===== src/rtl/mul_arb_pkg.sv =====
// Shared types and constants for the mul_share_arbiter block:
// FSM state encoding, owner/grant encoding, default sizes, stats width.
package mul_arb_pkg;

    localparam int DEF_WIDTH   = 16;
    localparam int DEF_REC_W   = 4;
    localparam int DEF_MUL_LAT = 2;
    localparam int STAT_W      = 16;

    typedef enum logic [1:0] {
        IDLE = 2'd0,
        WAIT = 2'd1,
        RESP = 2'd2
    } state_t;

    localparam logic OWNER0 = 1'b0;
    localparam logic OWNER1 = 1'b1;

    // Latency counter width; at least one bit even for a combinational multiplier.
    function automatic int cnt_width(input int lat);
        return (lat < 2) ? 1 : $clog2(lat + 1);
    endfunction

endpackage


===== src/rtl/mul_share_arbiter_if.sv =====
// Requester-side bus of mul_share_arbiter: two request channels, two
// response valid/ready pairs and the shared product bus.
interface mul_share_arbiter_if #(
    parameter int WIDTH = mul_arb_pkg::DEF_WIDTH,
    parameter int REC_W = mul_arb_pkg::DEF_REC_W
);
    logic               req0_valid;
    logic               req1_valid;
    logic               req0_ready;
    logic               req1_ready;
    logic [WIDTH-1:0]   req0_x;
    logic [WIDTH-1:0]   req1_x;
    logic [WIDTH-1:0]   req0_y;
    logic [WIDTH-1:0]   req1_y;
    logic               req0_signed;
    logic               req1_signed;
    logic [REC_W-1:0]   req0_rec;
    logic [REC_W-1:0]   req1_rec;
    logic               rsp0_valid;
    logic               rsp1_valid;
    logic               rsp0_ready;
    logic               rsp1_ready;
    logic [2*WIDTH-1:0] rsp_p;

    // Operand sources / product consumers.
    modport master (
        output req0_valid, req1_valid, req0_x, req1_x, req0_y, req1_y,
               req0_signed, req1_signed, req0_rec, req1_rec, rsp0_ready, rsp1_ready,
        input  req0_ready, req1_ready, rsp0_valid, rsp1_valid, rsp_p
    );

    // The arbiter.
    modport slave (
        input  req0_valid, req1_valid, req0_x, req1_x, req0_y, req1_y,
               req0_signed, req1_signed, req0_rec, req1_rec, rsp0_ready, rsp1_ready,
        output req0_ready, req1_ready, rsp0_valid, rsp1_valid, rsp_p
    );
endinterface


===== src/rtl/mul_share_arbiter_rr_arb2.sv =====
// Two-input round-robin grant logic. Purely combinational; the
// last-grant pointer lives in the parent.
module rr_arb2
    import mul_arb_pkg::*;
(
    input  logic [1:0] valids,
    input  logic       last,
    output logic       grant_valid,
    output logic       grant_id
);

    // Single requester wins outright; on contention the one not granted last wins.
    always_comb begin
        // NOTE: every output gets a default first so no path leaves one unassigned (no latch).
        grant_valid = valids[0] | valids[1];
        grant_id    = OWNER0;
        if (valids[0] && valids[1]) begin
            grant_id = ~last;
        end else if (valids[1]) begin
            grant_id = OWNER1;
        end
    end

endmodule


===== src/rtl/mul_share_arbiter.sv =====
// mul_share_arbiter: shares one fixed-latency multiplier between two
// requesters with round-robin arbitration, one operation in flight.
// Optional macro MUL_ARB_STATS_EN adds saturating per-requester
// acceptance counters (stat0_cnt, stat1_cnt).
module mul_share_arbiter
    import mul_arb_pkg::*;
#(
    parameter int WIDTH   = DEF_WIDTH,
    parameter int REC_W   = DEF_REC_W,
    parameter int MUL_LAT = DEF_MUL_LAT
) (
    input  logic                Clk,
    input  logic                Rst,
    mul_share_arbiter_if.slave  bus,
    output logic [WIDTH-1:0]    mul_x,
    output logic [WIDTH-1:0]    mul_y,
    output logic                mul_signed,
    output logic [REC_W-1:0]    mul_rec,
    input  logic [2*WIDTH-1:0]  mul_p,
    output logic                busy
`ifdef MUL_ARB_STATS_EN
    ,
    output logic [STAT_W-1:0]   stat0_cnt,
    output logic [STAT_W-1:0]   stat1_cnt
`endif
);

    localparam int CNT_W = cnt_width(MUL_LAT);

    state_t             state;
    logic               owner;
    logic               last;
    logic [CNT_W-1:0]   cnt;
    logic [2*WIDTH-1:0] result;
    logic               rsp0_valid;
    logic               rsp1_valid;

    logic               grant_valid;
    logic               grant_id;
    logic               accept;
    logic               owner_ready;

    rr_arb2 u_arb (
        .valids      ({bus.req1_valid, bus.req0_valid}),
        .last        (last),
        .grant_valid (grant_valid),
        .grant_id    (grant_id)
    );

    // Ready is only ever offered from IDLE, to the granted requester.
    assign accept         = (state == IDLE) && grant_valid;
    assign bus.req0_ready = accept && (grant_id == OWNER0);
    assign bus.req1_ready = accept && (grant_id == OWNER1);

    assign bus.rsp0_valid = rsp0_valid;
    assign bus.rsp1_valid = rsp1_valid;
    assign bus.rsp_p      = result;
    assign busy           = (state != IDLE);

    assign owner_ready = (owner == OWNER1) ? bus.rsp1_ready : bus.rsp0_ready;

    // Operation FSM: latch the granted request, wait out the multiplier
    // latency, capture the product, hold it until the owner takes it.
    always_ff @(posedge Clk) begin
        // NOTE: sequential state uses non-blocking assignments so every register samples pre-edge values.
        if (Rst) begin
            state      <= IDLE;
            owner      <= OWNER0;
            last       <= OWNER1;
            cnt        <= '0;
            mul_x      <= '0;
            mul_y      <= '0;
            mul_signed <= 1'b0;
            mul_rec    <= '0;
            result     <= '0;
            rsp0_valid <= 1'b0;
            rsp1_valid <= 1'b0;
        end else begin
            case (state)
                IDLE: begin
                    if (accept) begin
                        if (grant_id == OWNER1) begin
                            mul_x      <= bus.req1_x;
                            mul_y      <= bus.req1_y;
                            mul_signed <= bus.req1_signed;
                            mul_rec    <= bus.req1_rec;
                        end else begin
                            mul_x      <= bus.req0_x;
                            mul_y      <= bus.req0_y;
                            mul_signed <= bus.req0_signed;
                            mul_rec    <= bus.req0_rec;
                        end
                        owner <= grant_id;
                        last  <= grant_id;
                        cnt   <= CNT_W'(MUL_LAT);
                        state <= WAIT;
                    end
                end
                WAIT: begin
                    if (cnt == '0) begin
                        result     <= mul_p;
                        rsp0_valid <= (owner == OWNER0);
                        rsp1_valid <= (owner == OWNER1);
                        state      <= RESP;
                    end else begin
                        cnt <= cnt - 1'b1;
                    end
                end
                RESP: begin
                    if (owner_ready) begin
                        rsp0_valid <= 1'b0;
                        rsp1_valid <= 1'b0;
                        mul_x      <= '0;
                        mul_y      <= '0;
                        mul_signed <= 1'b0;
                        mul_rec    <= '0;
                        state      <= IDLE;
                    end
                end
                default: state <= IDLE;
            endcase
        end
    end

`ifdef MUL_ARB_STATS_EN
    // Count acceptances per requester, saturating at all-ones.
    always_ff @(posedge Clk) begin
        if (Rst) begin
            stat0_cnt <= '0;
            stat1_cnt <= '0;
        end else if (accept) begin
            if (grant_id == OWNER0 && stat0_cnt != '1) stat0_cnt <= stat0_cnt + 1'b1;
            if (grant_id == OWNER1 && stat1_cnt != '1) stat1_cnt <= stat1_cnt + 1'b1;
        end
    end
`endif

endmodule


===== src/flat_wrapper.sv =====
// flat-port wrapper written by rule: the top's interface ports become plain ports
module mul_share_arbiter_flat import mul_arb_pkg::*;
#(
    parameter int WIDTH   = DEF_WIDTH,
    parameter int REC_W   = DEF_REC_W,
    parameter int MUL_LAT = DEF_MUL_LAT
)
  (Clk, Rst, mul_x, mul_y, mul_signed, mul_rec, mul_p, busy, bus_req0_valid, bus_req1_valid, bus_req0_x, bus_req1_x, bus_req0_y, bus_req1_y, bus_req0_signed, bus_req1_signed, bus_req0_rec, bus_req1_rec, bus_rsp0_ready, bus_rsp1_ready, bus_req0_ready, bus_req1_ready, bus_rsp0_valid, bus_rsp1_valid, bus_rsp_p);
  mul_share_arbiter_if #(.WIDTH(WIDTH), .REC_W(REC_W)) bus_i ();
  input  logic Clk;
  input  logic Rst;
  output logic [WIDTH-1:0] mul_x;
  output logic [WIDTH-1:0] mul_y;
  output logic mul_signed;
  output logic [REC_W-1:0] mul_rec;
  input  logic [2*WIDTH-1:0] mul_p;
  output logic busy;
  input wire logic [$bits(bus_i.req0_valid)-1:0] bus_req0_valid;
  input wire logic [$bits(bus_i.req1_valid)-1:0] bus_req1_valid;
  input wire logic [$bits(bus_i.req0_x)-1:0] bus_req0_x;
  input wire logic [$bits(bus_i.req1_x)-1:0] bus_req1_x;
  input wire logic [$bits(bus_i.req0_y)-1:0] bus_req0_y;
  input wire logic [$bits(bus_i.req1_y)-1:0] bus_req1_y;
  input wire logic [$bits(bus_i.req0_signed)-1:0] bus_req0_signed;
  input wire logic [$bits(bus_i.req1_signed)-1:0] bus_req1_signed;
  input wire logic [$bits(bus_i.req0_rec)-1:0] bus_req0_rec;
  input wire logic [$bits(bus_i.req1_rec)-1:0] bus_req1_rec;
  input wire logic [$bits(bus_i.rsp0_ready)-1:0] bus_rsp0_ready;
  input wire logic [$bits(bus_i.rsp1_ready)-1:0] bus_rsp1_ready;
  output wire logic [$bits(bus_i.req0_ready)-1:0] bus_req0_ready;
  output wire logic [$bits(bus_i.req1_ready)-1:0] bus_req1_ready;
  output wire logic [$bits(bus_i.rsp0_valid)-1:0] bus_rsp0_valid;
  output wire logic [$bits(bus_i.rsp1_valid)-1:0] bus_rsp1_valid;
  output wire logic [$bits(bus_i.rsp_p)-1:0] bus_rsp_p;
  assign bus_i.req0_valid = bus_req0_valid;
  assign bus_i.req1_valid = bus_req1_valid;
  assign bus_i.req0_x = bus_req0_x;
  assign bus_i.req1_x = bus_req1_x;
  assign bus_i.req0_y = bus_req0_y;
  assign bus_i.req1_y = bus_req1_y;
  assign bus_i.req0_signed = bus_req0_signed;
  assign bus_i.req1_signed = bus_req1_signed;
  assign bus_i.req0_rec = bus_req0_rec;
  assign bus_i.req1_rec = bus_req1_rec;
  assign bus_i.rsp0_ready = bus_rsp0_ready;
  assign bus_i.rsp1_ready = bus_rsp1_ready;
  assign bus_req0_ready = bus_i.req0_ready;
  assign bus_req1_ready = bus_i.req1_ready;
  assign bus_rsp0_valid = bus_i.rsp0_valid;
  assign bus_rsp1_valid = bus_i.rsp1_valid;
  assign bus_rsp_p = bus_i.rsp_p;
  mul_share_arbiter #(.WIDTH(WIDTH), .REC_W(REC_W), .MUL_LAT(MUL_LAT)) u_core (.Clk(Clk), .Rst(Rst), .bus(bus_i), .mul_x(mul_x), .mul_y(mul_y), .mul_signed(mul_signed), .mul_rec(mul_rec), .mul_p(mul_p), .busy(busy));
endmodule

===== config.mk =====
export PLATFORM = sky130hd
export DESIGN_NAME = mul_share_arbiter_flat
export DESIGN_NICKNAME = d
export VERILOG_FILES = /design/src/rtl/mul_arb_pkg.sv /design/src/rtl/mul_share_arbiter_if.sv /design/src/rtl/mul_share_arbiter_rr_arb2.sv /design/src/rtl/mul_share_arbiter.sv /design/src/flat_wrapper.sv
export SDC_FILE = /design/constraint.sdc
export NUM_CORES = 1
export LEC_CHECK = 0
export CAP_MARGIN = 20
export CELL_PAD_IN_SITES_DETAIL_PLACEMENT = 1
export CELL_PAD_IN_SITES_GLOBAL_PLACEMENT = 1
export CORE_AREA = 2 2 112 114
export CTS_CLUSTER_SIZE = 24
export DETAILED_ROUTE_END_ITERATION = 10
export DIE_AREA = 0 0 114 116
export PLACE_DENSITY = 0.8
export SETUP_SLACK_MARGIN = 0.2
export SLEW_MARGIN = 20
export SYNTH_ARGS = -nofsm -noshare
export SYNTH_HDL_FRONTEND = slang
export SYNTH_SLANG_ARGS = --single-unit

===== constraint.sdc =====
create_clock -name Clk -period 2.7 [get_ports Clk]
set_clock_uncertainty 0.2 [all_clocks]
set_input_delay 0.27 -clock Clk [delete_from_list [all_inputs] [get_ports Clk]]
set_output_delay 0.27 -clock Clk [all_outputs]
set_load 0.01 [all_outputs]

==> impl_metrics.env, run 1 <==
export IMPL_run_status="finished, final reports clean"
export IMPL_grt_antenna_before_repair=0
export IMPL_synth_enable_flop_cells=0
export IMPL_ys_seq_area_share_pct=44.8
export IMPL_cts_buffer_depth=2
export IMPL_via_per_inst=4.91
export IMPL_fin_tns_setup_ns=0
export IMPL_drv_cap=0
export IMPL_nFillCells=1417
export IMPL_yosys_top_cells_count="82 x nor2_1, 77 x dfxtp_1, 71 x nand2_1, 38 x nand3b_1, 35 x a21oi_1"
export IMPL_synthArstFlopShare_pct=0
export IMPL_gp_congestion=0.788
export IMPL_grt_overflow=0
export IMPL_io_buffer_count=185
export IMPL_core_area_um2=11900
export IMPL_die_h_um=116
export IMPL_synth_ff_type="dfxtp_1"
export IMPL_syn_num_nets=519
export IMPL_tightest_slew_ns=0.752
export IMPL_leakage_nw=2.16
export IMPL_initial_utilization_pct=28.9
export IMPL_cts_tree="yes"
export IMPL_post_route_period_util_pct=83.9
export IMPL_hold_class="reg2reg"
export IMPL_postCtsSetupBuffers=0
export IMPL_numClockSinks=77
export IMPL_synth_top_cell_area_share_pct=44.8
export IMPL_synthCells=405
export IMPL_setup_viol=0
export IMPL_die_w_um=114
export IMPL_critPathLaunchType="flop"
export IMPL_critPathCaptureType="output port"
export IMPL_maxSlewHeadroom_pct=49.9
export IMPL_grt_use_total_pct=17.9
export IMPL_hold_viol_final=0
export IMPL_netlist_area_um2=3440
export IMPL_cts_root_buffer="clkbuf_16"
export IMPL_syn_area_per_cell_um2=8.49
export IMPL_final_layout_size_suffix_gt1_share_pct=8.67
export IMPL_cts_max_level=3
export IMPL_post_route_min_period_ns=2.27
export IMPL_fmax_mhz=441
export IMPL_postCtsHoldBufs=0
export IMPL_slew_violations=0
export IMPL_required_ns=2.23
export IMPL_row_count=40
export IMPL_yosysTopAreaCell="dfxtp_1"
export IMPL_nets=687
export IMPL_rsz0062_at_grt="false"
export IMPL_clk_latency_ns=0.33
export IMPL_place_hpwl_um=8570
export IMPL_io_pins=186
export IMPL_pwr_density_cell_nw_per_um2=659
export IMPL_yosysMostFrequentCell="nor2_1"
export IMPL_ir_drop_mv=0.238
export IMPL_vias=3561
export IMPL_ys_warn_count=0
export IMPL_drt_iter0_markers=141
export IMPL_synth_seq_cells=77
export IMPL_post_drt_wl_per_cell_um=16.4
export IMPL_die_area_um2=13200
export IMPL_drc=0
export IMPL_utilization_pct=48.1
export IMPL_drt_wl_total_um=11900
export IMPL_grt_max_degree=78
export IMPL_post_cts_resized=0
export IMPL_worstPathMaxFanout=9
export IMPL_crit_arrival_ns=1.80
export IMPL_grt_pass1_vias=3847
export IMPL_area_growth_pct=66.6
export IMPL_critPathKind="reg2out"
export IMPL_yosys_top_cells_area="dfxtp_1 45%, o41ai_2 11%, nor2_1 9.0%"
export IMPL_cts_buffers=9
export IMPL_antenna_left=0
export IMPL_first_pass_iters=4
export IMPL_path_clk_slew_ns=0.06
export IMPL_ys_types=27
export IMPL_grt_pass1_wl_um=18800
cells by family (layout without fill, tap and decap cells):
logic type	after synthesis	after routing	synth area share, %
DFF	77	77	44.8
AOI/OAI and AO/OA	81	81	21.4
adders and majority gates	2	2	0.728
muxes	1	1	0.291
and+or+nand+nor	203	203	27.0
other	0	1	0
buffers and inverters	41	213	5.75
stage by stage:
step	power (mW)	hold WS [ns]	std cells	cell area [µm²]	worst slack, ns
after floorplan	1.86	0.206	405	3440	1.00
after detailed placement	2.40	0.251	709	5380	0.320
final	3.77	0.257	725	5730	0.433
after CTS	3.82	0.258	724	5720	0.305
after global placement	2.36	0.241	709	5380	0.408
after global routing	3.96	0.276	724	5730	0.292
sequential cells by signal, summed over array words and instances (netlist names):
| name | count |
|---|---|
| u_core.cnt | 2 |
| u_core.bus.rsp_p | 32 |
| u_core.owner | 1 |
| u_core.bus.rsp1_valid | 1 |
| u_core.mul_x | 16 |
| u_core.mul_signed | 1 |
| u_core.mul_y | 16 |
| u_core.bus.rsp0_valid | 1 |
| u_core.mul_rec | 4 |
| u_core.last | 1 |
| u_core.state | 2 |
layout by cell type, fill, tap and decap left out, types with 2 or more instances in the layout:
| cell | synthesis | routed |
|---|---|---|
| buf_12 | 0 | 2 |
| a21oi_1 | 35 | 35 |
| nand3_1 | 2 | 2 |
| o41ai_1 | 14 | 14 |
| clkdlybuf4s50_1 | 0 | 184 |
| nand2_1 | 71 | 71 |
| nor2_1 | 82 | 81 |
| nor3_1 | 3 | 3 |
| clkbuf_16 | 0 | 9 |
| clkbuf_8 | 0 | 2 |
| dfxtp_1 | 77 | 77 |
| inv_1 | 5 | 5 |
| a31oi_1 | 2 | 2 |
| buf_4 | 0 | 6 |
| and2_1 | 2 | 2 |
| bufinv_16 | 0 | 3 |
| ha_1 | 2 | 2 |
| nor2b_1 | 3 | 3 |
| nand3b_1 | 38 | 38 |
| o41ai_2 | 23 | 23 |
| o21ai_0 | 2 | 2 |
critical path, cell delays in order (launching register included):
cell,delay (ns)
dfxtp_1,0.39
nor2_2,0.25
nand2_1,0.13
a21oi_1,0.15
clkdlybuf4s50_1,0.55
routing by layer:
layer	up-vias	part of all wire [%]	track usage (%)
met4	0	1.7	6.59
met3	16	7.7	5.33
met2	123	48	31.7
met1	1685	42	20.4
li1	1737	-	-
met5	-	0	0
final cells by class:
type                    instances  area (µm²)  share of cell area (%)
clock inverters                 4        95.1                    1.66
multi-input cells             287        1700                    29.7
well taps                     147         184                    3.21
clock buffers                  11         253                    4.41
diodes                          1        2.50                  0.0437
repair buffers                193        1930                    33.7
inverters                       5        18.8                   0.328
flip-flops and latches         77        1540                    26.9
where the power goes:
group	internal [mW]	leakage, nW	switching, mW
clock network	0.947	0.172	0.463
logic	0.532	1.36	0.472
registers	1.28	0.632	0.0836
path summary, 6_finish.rpt:
check	from	end	slack, ns	cells after the start
hold / removal	u_core.bus.rsp_p[29]	u_core.bus.rsp_p[29]	0.26	2
setup / recovery	u_core.state[1]	bus_req0_ready	0.43	4
hold reg to reg	u_core.bus.rsp_p[29]	u_core.bus.rsp_p[29]	0.26	2
setup reg to reg	u_core.owner	u_core.mul_rec[2]	0.63	4
No activity file was read; power rests on OpenSTA's default activity.
==> run 2, diff against run 1 <==
Settings changed: CORE_AREA 2 2 112 114 to 2 2 121 123, DIE_AREA 0 0 114 116 to 0 0 123 125, PLACE_DENSITY 0.8 to 0.72.
Clock period 2.7 ns to 1.86 ns, I/O delays scaled along.
==> run 2 against run 1 <==
Compared with the run above:
- the run now ends with negative setup slack left
- critical endpoint is now u_core.mul_y[0]
- non-clock buffer count increased by 26
- sequential power increased by 45%
- sequential share of layout area decreased by 3.6 points
- register-to-register slack got worse by 0.67 ns
- cell area increased by 16%
- core utilization decreased by 1.4 points
- flip-flop and latch count unchanged
- die area increased by 16%
==> impl_metrics.env, run 2 (synthesis gave the netlist of run 1 again) <==
export IMPL_run_status="finished with violations"
export IMPL_violations="negative setup slack"
export IMPL_die_w_um=123
export IMPL_crit_arrival_ns=1.93
export IMPL_grt_use_total_pct=15.9
export IMPL_worst_slack_ns=-0.0436
export IMPL_fin_tns_setup_ns=-0.0436
export IMPL_via_per_inst=4.86
export IMPL_first_pass_iters=4
export IMPL_grt_overflow=0
export IMPL_rsz0062_at_grt="true"
export IMPL_numClockSinks=77
export IMPL_leakage_nw=3.00
export IMPL_gp_congestion=0.732
export IMPL_max_stage_delay_ns=0.43
export IMPL_antenna_diode_count=0
export IMPL_r2r_slack_ns=-0.04
export IMPL_cts_buffer_depth=2
export IMPL_pwr_density_cell_nw_per_um2=916
export IMPL_crit_slowest_cell="a211o_4"
export IMPL_largest_register_ffs=32
export IMPL_die_area_um2=15400
export IMPL_fmax_mhz=525
export IMPL_hold_viol_final=0
export IMPL_regArea_um2=1550
export IMPL_post_route_period_util_pct=102
export IMPL_multi_input_area_um2=2040
export IMPL_clk_latency_ns=0.34
export IMPL_antenna_left=0
export IMPL_grt_pass1_wl_um=19500
export IMPL_grt_max_degree=78
export IMPL_hold_class="in2reg"
export IMPL_maxSlewHeadroom_pct=50.5
export IMPL_vias=3831
export IMPL_post_drt_wl_per_cell_um=19.6
export IMPL_ir_drop_mv=0.607
export IMPL_critPathKind="reg2reg"
export IMPL_nFillCells=1591
export IMPL_cts_tree="yes"
export IMPL_post_route_min_period_ns=1.90
export IMPL_tightest_slew_ns=0.742
export IMPL_grt_antenna_before_repair=0
export IMPL_postCtsHoldBufs=0
export IMPL_drv_cap=0
export IMPL_final_common_cell="clkdlybuf4s50_1"
export IMPL_drc=0
export IMPL_critPathCaptureType="flop"
export IMPL_r2r_start="u_core.owner"
export IMPL_slew_violations=0
export IMPL_nets=714
export IMPL_crit_chain="mux2i_4 > a211o_4 > buf_12 > o41ai_2"
export IMPL_die_h_um=125
export IMPL_place_hpwl_um=8460
export IMPL_drt_iter0_markers=161
export IMPL_hold_depth=3
export IMPL_r2r_end="u_core.mul_y[0]"
export IMPL_row_count=44
export IMPL_rr_worst_depth=4
export IMPL_grt_pass1_vias=3887
export IMPL_cts_max_level=3
export IMPL_required_ns=1.89
export IMPL_setup_viol=1
export IMPL_drt_wl_total_um=15500
export IMPL_path_clk_slew_ns=0.06
export IMPL_worstPathMaxFanout=9
export IMPL_io_pins=186
export IMPL_holdPathEnd="u_core.bus.rsp_p[3]"
export IMPL_area_growth_pct=93.0
export IMPL_cts_buffers=9
export IMPL_io_buffer_count=185
export IMPL_final_layout_size_suffix_gt1_share_pct=17.7
export IMPL_cts_root_buffer="clkbuf_16"
export IMPL_final_cell_mix="152 x clkdlybuf4s50_1, 81 x nor2_1, 74 x dfxtp_1"
export IMPL_core_area_um2=14200
export IMPL_initial_utilization_pct=24.2
export IMPL_critPathLaunchType="flop"
export IMPL_hold_ws_ns=0.189
export IMPL_worstHoldStart="mul_p[3]"
==> run 2: where the power goes <==
group	total (mW)	switching, mW	internal (mW)
combinational	1.98	0.923	1.06
sequential	1.97	0.122	1.85
clock	2.12	0.734	1.39
total	6.08	1.78	4.30
==> run 2: cell type report <==
cell class	count	share of cell area (%)
Timing Repair Buffer	219	36.7
Tap cell	184	3.47
Inverter	5	0.283
Clock inverter	5	1.60
Sequential cell	77	23.4
Clock buffer	11	3.81
Multi-Input combinational cell	288	30.8
==> run 2: metrics by stage <==
stage	cells	setup WS (ns)	util [%]	area [µm²]	total power, mW
after floorplan	405	0.188	-	3450	2.70
after global placement	754	-0.109	38.9	5520	3.48
after detailed placement	754	-0.219	38.9	5520	3.54
after CTS	770	0.0486	41.5	5890	5.68
after global routing	789	-0.0683	46.7	6640	6.37
final	789	-0.0436	46.7	6640	6.08
==> run 2: worst max-delay path: cells and delay by family (launching register included) <==
kind                   cells  cell delay [ns]
DFF                        1             0.36
muxes                      1             0.21
buffers and inverters      1             0.18
AOI/OAI and AO/OA          2             0.82
==> run 2: timing repair <==
item / in CTS / in global routing
pin swaps: 0 / 34
setup buffers: 0 / 4
cloned: 0 / 15
gates resized for setup: 13 / 88
setup endpoints to repair: 53 / 100
==> run 2: worst max-delay path by stage <==
| stage | from | to | cells after the start |
|---|---|---|---|
| after detailed placement | bus_req1_valid | u_core.mul_x[15] | 5 |
| after global placement | bus_rsp1_ready | u_core.mul_y[14] | 5 |
| final | u_core.owner | u_core.mul_y[0] | 4 |
| after global routing | u_core.owner | u_core.mul_y[0] | 4 |
| after CTS | u_core.state[1] | u_core.mul_x[8] | 5 |
| after floorplan | u_core.state[1] | u_core.mul_rec[0] | 6 |
==> run 2: layer usage <==
layer	track usage, %	share of wire, %
met5	0	0
met1	17.4	39
met2	27.9	52
met3	7.66	8.5
met4	3.48	1.1
==> run 3, diff against run 2 <==
Settings changed: ABC_AREA set to 1, CORE_AREA 2 2 121 123 to 2 2 127 129, DIE_AREA 0 0 123 125 to 0 0 129 131.
==> run 3 against run 2 <==
Compared with the run above:
- the flow now finishes without violations
- sequential power grew 2%
- total power grew 2.8%
- clock power down 20%
- first-iteration DRC count is 36% lower
- non-clock buffer count increased by 6
- sequential share of layout area decreased by 0.24 points
- cell count rose by 26%
- register-to-register slack better by 0.18 ns
- global-route usage is 0.24 points lower
- largest power group is now combinational cells
- highest routed layer unchanged
==> impl_metrics.env, run 3 <==
export IMPL_critPathLaunchType="flop"
export IMPL_p_sw_share_pct=33.9
export IMPL_cts_root_buffer="clkbuf_16"
export IMPL_synthArstFlopShare_pct=0
export IMPL_nets=888
export IMPL_core_area_um2=15600
export IMPL_critPathKind="reg2reg"
export IMPL_fin_tns_setup_ns=0
export IMPL_ys_seq_area_share_pct=42.1
export IMPL_final_cell_mix="166 x clkdlybuf4s50_1, 162 x nand2_1, 75 x dfxtp_1"
export IMPL_slew_violations=0
export IMPL_antenna_left=0
export IMPL_area_growth_pct=82.4
export IMPL_path_clk_slew_ns=0.07
export IMPL_cts_buffer_depth=2
export IMPL_hold_viol_final=0
export IMPL_numClockSinks=77
export IMPL_final_common_cell="clkdlybuf4s50_1"
export IMPL_power_frac_clock_pct=27.2
export IMPL_crit_arrival_ns=1.76
export IMPL_post_route_period_util_pct=92.7
export IMPL_cts_buffers=9
export IMPL_drt_iter0_markers=103
export IMPL_routed_top_layer="met4"
export IMPL_die_w_um=129
export IMPL_synth_seq_cells=77
export IMPL_largest_register_ffs=32
export IMPL_maxSlewHeadroom_pct=76.8
export IMPL_hold_class="in2reg"
export IMPL_clk_latency_ns=0.34
export IMPL_grt_use_total_pct=15.7
export IMPL_grt_pass1_wl_um=21200
export IMPL_ir_drop_mv=0.412
export IMPL_drt_wl_total_um=15000
export IMPL_grt_antenna_before_repair=0
export IMPL_grt_max_degree=40
export IMPL_critPathCaptureType="flop"
export IMPL_setup_viol=0
export IMPL_row_count=46
export IMPL_netlist_area_um2=3660
export IMPL_leakage_nw=3.07
export IMPL_initial_utilization_pct=23.5
export IMPL_antenna_diode_count=0
export IMPL_first_pass_iters=4
export IMPL_internal_power_mw=4.13
export IMPL_tightest_slew_ns=0.348
export IMPL_place_hpwl_um=9980
export IMPL_io_buffer_count=185
export IMPL_required_ns=1.89
export IMPL_drv_cap=0
export IMPL_io_pins=186
export IMPL_die_h_um=131
export IMPL_synth_ff_type="dfxtp_1"
export IMPL_syn_num_nets=688
export IMPL_worstHoldStart="mul_p[22]"
export IMPL_vias=4336
export IMPL_ys_types=18
export IMPL_yosys_top_cells_area="dfxtp_1 42%, nand2_1 20%, a21oi_1 10%"
export IMPL_post_drt_wl_per_cell_um=15.1
export IMPL_seq_power_share_pct=32.2
export IMPL_synth_top_cell_area_share_pct=42.1
export IMPL_final_layout_size_suffix_gt1_share_pct=14.5
export IMPL_p_switching_mw=2.12
export IMPL_synth_enable_flop_cells=0
export IMPL_worstPathMaxFanout=8
export IMPL_crit_start="u_core.state[1]"
export IMPL_run_status="finished, final reports clean"
export IMPL_hold_ws_ns=0.226
export IMPL_yosysMostFrequentCell="nand2_1"
export IMPL_via_per_inst=4.36
export IMPL_gp_congestion=0.770
export IMPL_grt_overflow=0
export IMPL_fmax_mhz=580
export IMPL_dr_wl_met2_um=7590
export IMPL_synthCells=574
export IMPL_drc=0
export IMPL_wl_met1_um=6470
export IMPL_power_frac_comb_pct=40.6
export IMPL_r2r_start="u_core.state[1]"
export IMPL_cts_tree="yes"
export IMPL_grt_pass1_vias=4403
export IMPL_wl_met3_um=787
export IMPL_syn_area_per_cell_um2=6.38
export IMPL_yosysTopAreaCell="dfxtp_1"
export IMPL_cts_max_level=3
export IMPL_rsz0062_at_grt="true"
export IMPL_pwr_density_cell_nw_per_um2=935
export IMPL_die_area_um2=16900
export IMPL_ys_warn_count=0
export IMPL_post_route_min_period_ns=1.72
export IMPL_yosys_top_cells_count="196 x nand2_1, 77 x dfxtp_1, 76 x nor2_1, 74 x a21oi_1, 62 x inv_1"
[run 3: area by class of cell]
class,instances,area (µm²)
fill,1932,8920
tap,216,270
timing repair buffer,225,2480
clock buffer,10,239
sequential,77,1540
inverter,63,239
multi-input combinational,398,1870
clock inverter,6,46.3
[run 3: power by group through the flow]
stage | Combinational, mW | Sequential (mW) | Clock (mW)
after floorplan | 0.913 | 2.14 | 0
after global placement | 1.99 | 2.03 | 0
after detailed placement | 2.06 | 2.05 | 0
after CTS | 2.10 | 2.02 | 1.75
after global routing | 2.78 | 2.05 | 1.84
final | 2.54 | 2.01 | 1.70
[run 3: per-stage QoR]
stage | instance area [µm²] | setup slack [ns] | cells | utilization, % | total power [mW]
floorplan | 3660 | 0.312 | 574 | - | 3.05
global placement | 5830 | -0.0736 | 959 | 37.4 | 4.02
detailed placement | 5830 | -0.0909 | 959 | 37.4 | 4.11
CTS | 6140 | 0.183 | 976 | 39.4 | 5.87
global route | 6680 | 0.0466 | 995 | 42.8 | 6.66
finish | 6680 | 0.136 | 995 | 42.8 | 6.25
[run 3: what timing repair did]
action | CTS | global route
pin swaps | 2 | 23
hold buffers | 0 | 0
gates resized for setup | 17 | 73
setup endpoints to repair | 12 | 87
buffers inserted | 1 | 8
hold endpoints to repair | 0 | 0
cloned | 0 | 11
[run 3: final timing paths]
check	to	slack, ns	depth (start not counted)
max reg2reg	u_core.mul_x[1]	0.14	10
max	u_core.mul_x[1]	0.14	10
min reg2reg	u_core.bus.rsp0_valid	0.26	2
min	u_core.bus.rsp_p[22]	0.23	3
[run 3: worst max-delay path, cell delays in order (launching register included)]
cell and delay, ns:
dfxtp_2 0.34, buf_6 0.11, inv_4 0.03, nor2_4 0.16
nand3_4 0.13, nand3_4 0.13, buf_12 0.16, clkbuf_16 0.16
nand2_1 0.06, nand2_1 0.06, nor2_1 0.05
[run 3: cell families after synthesis]
kind of cell             synth area share [%]
buffers and inverters                    11.4
AO/OA/AOI/OAI                            10.6
flip-flops                               42.1
adder cells (fa/ha/maj)                 0.683
AND/OR/NAND/NOR                          35.2
[run 3: routing by layer]
layer,vias up,global-route usage [%]
met5,-,0
met4,0,5.50
met3,13,4.07
met2,101,28.0
met1,2060,18.3
li1,2162,-
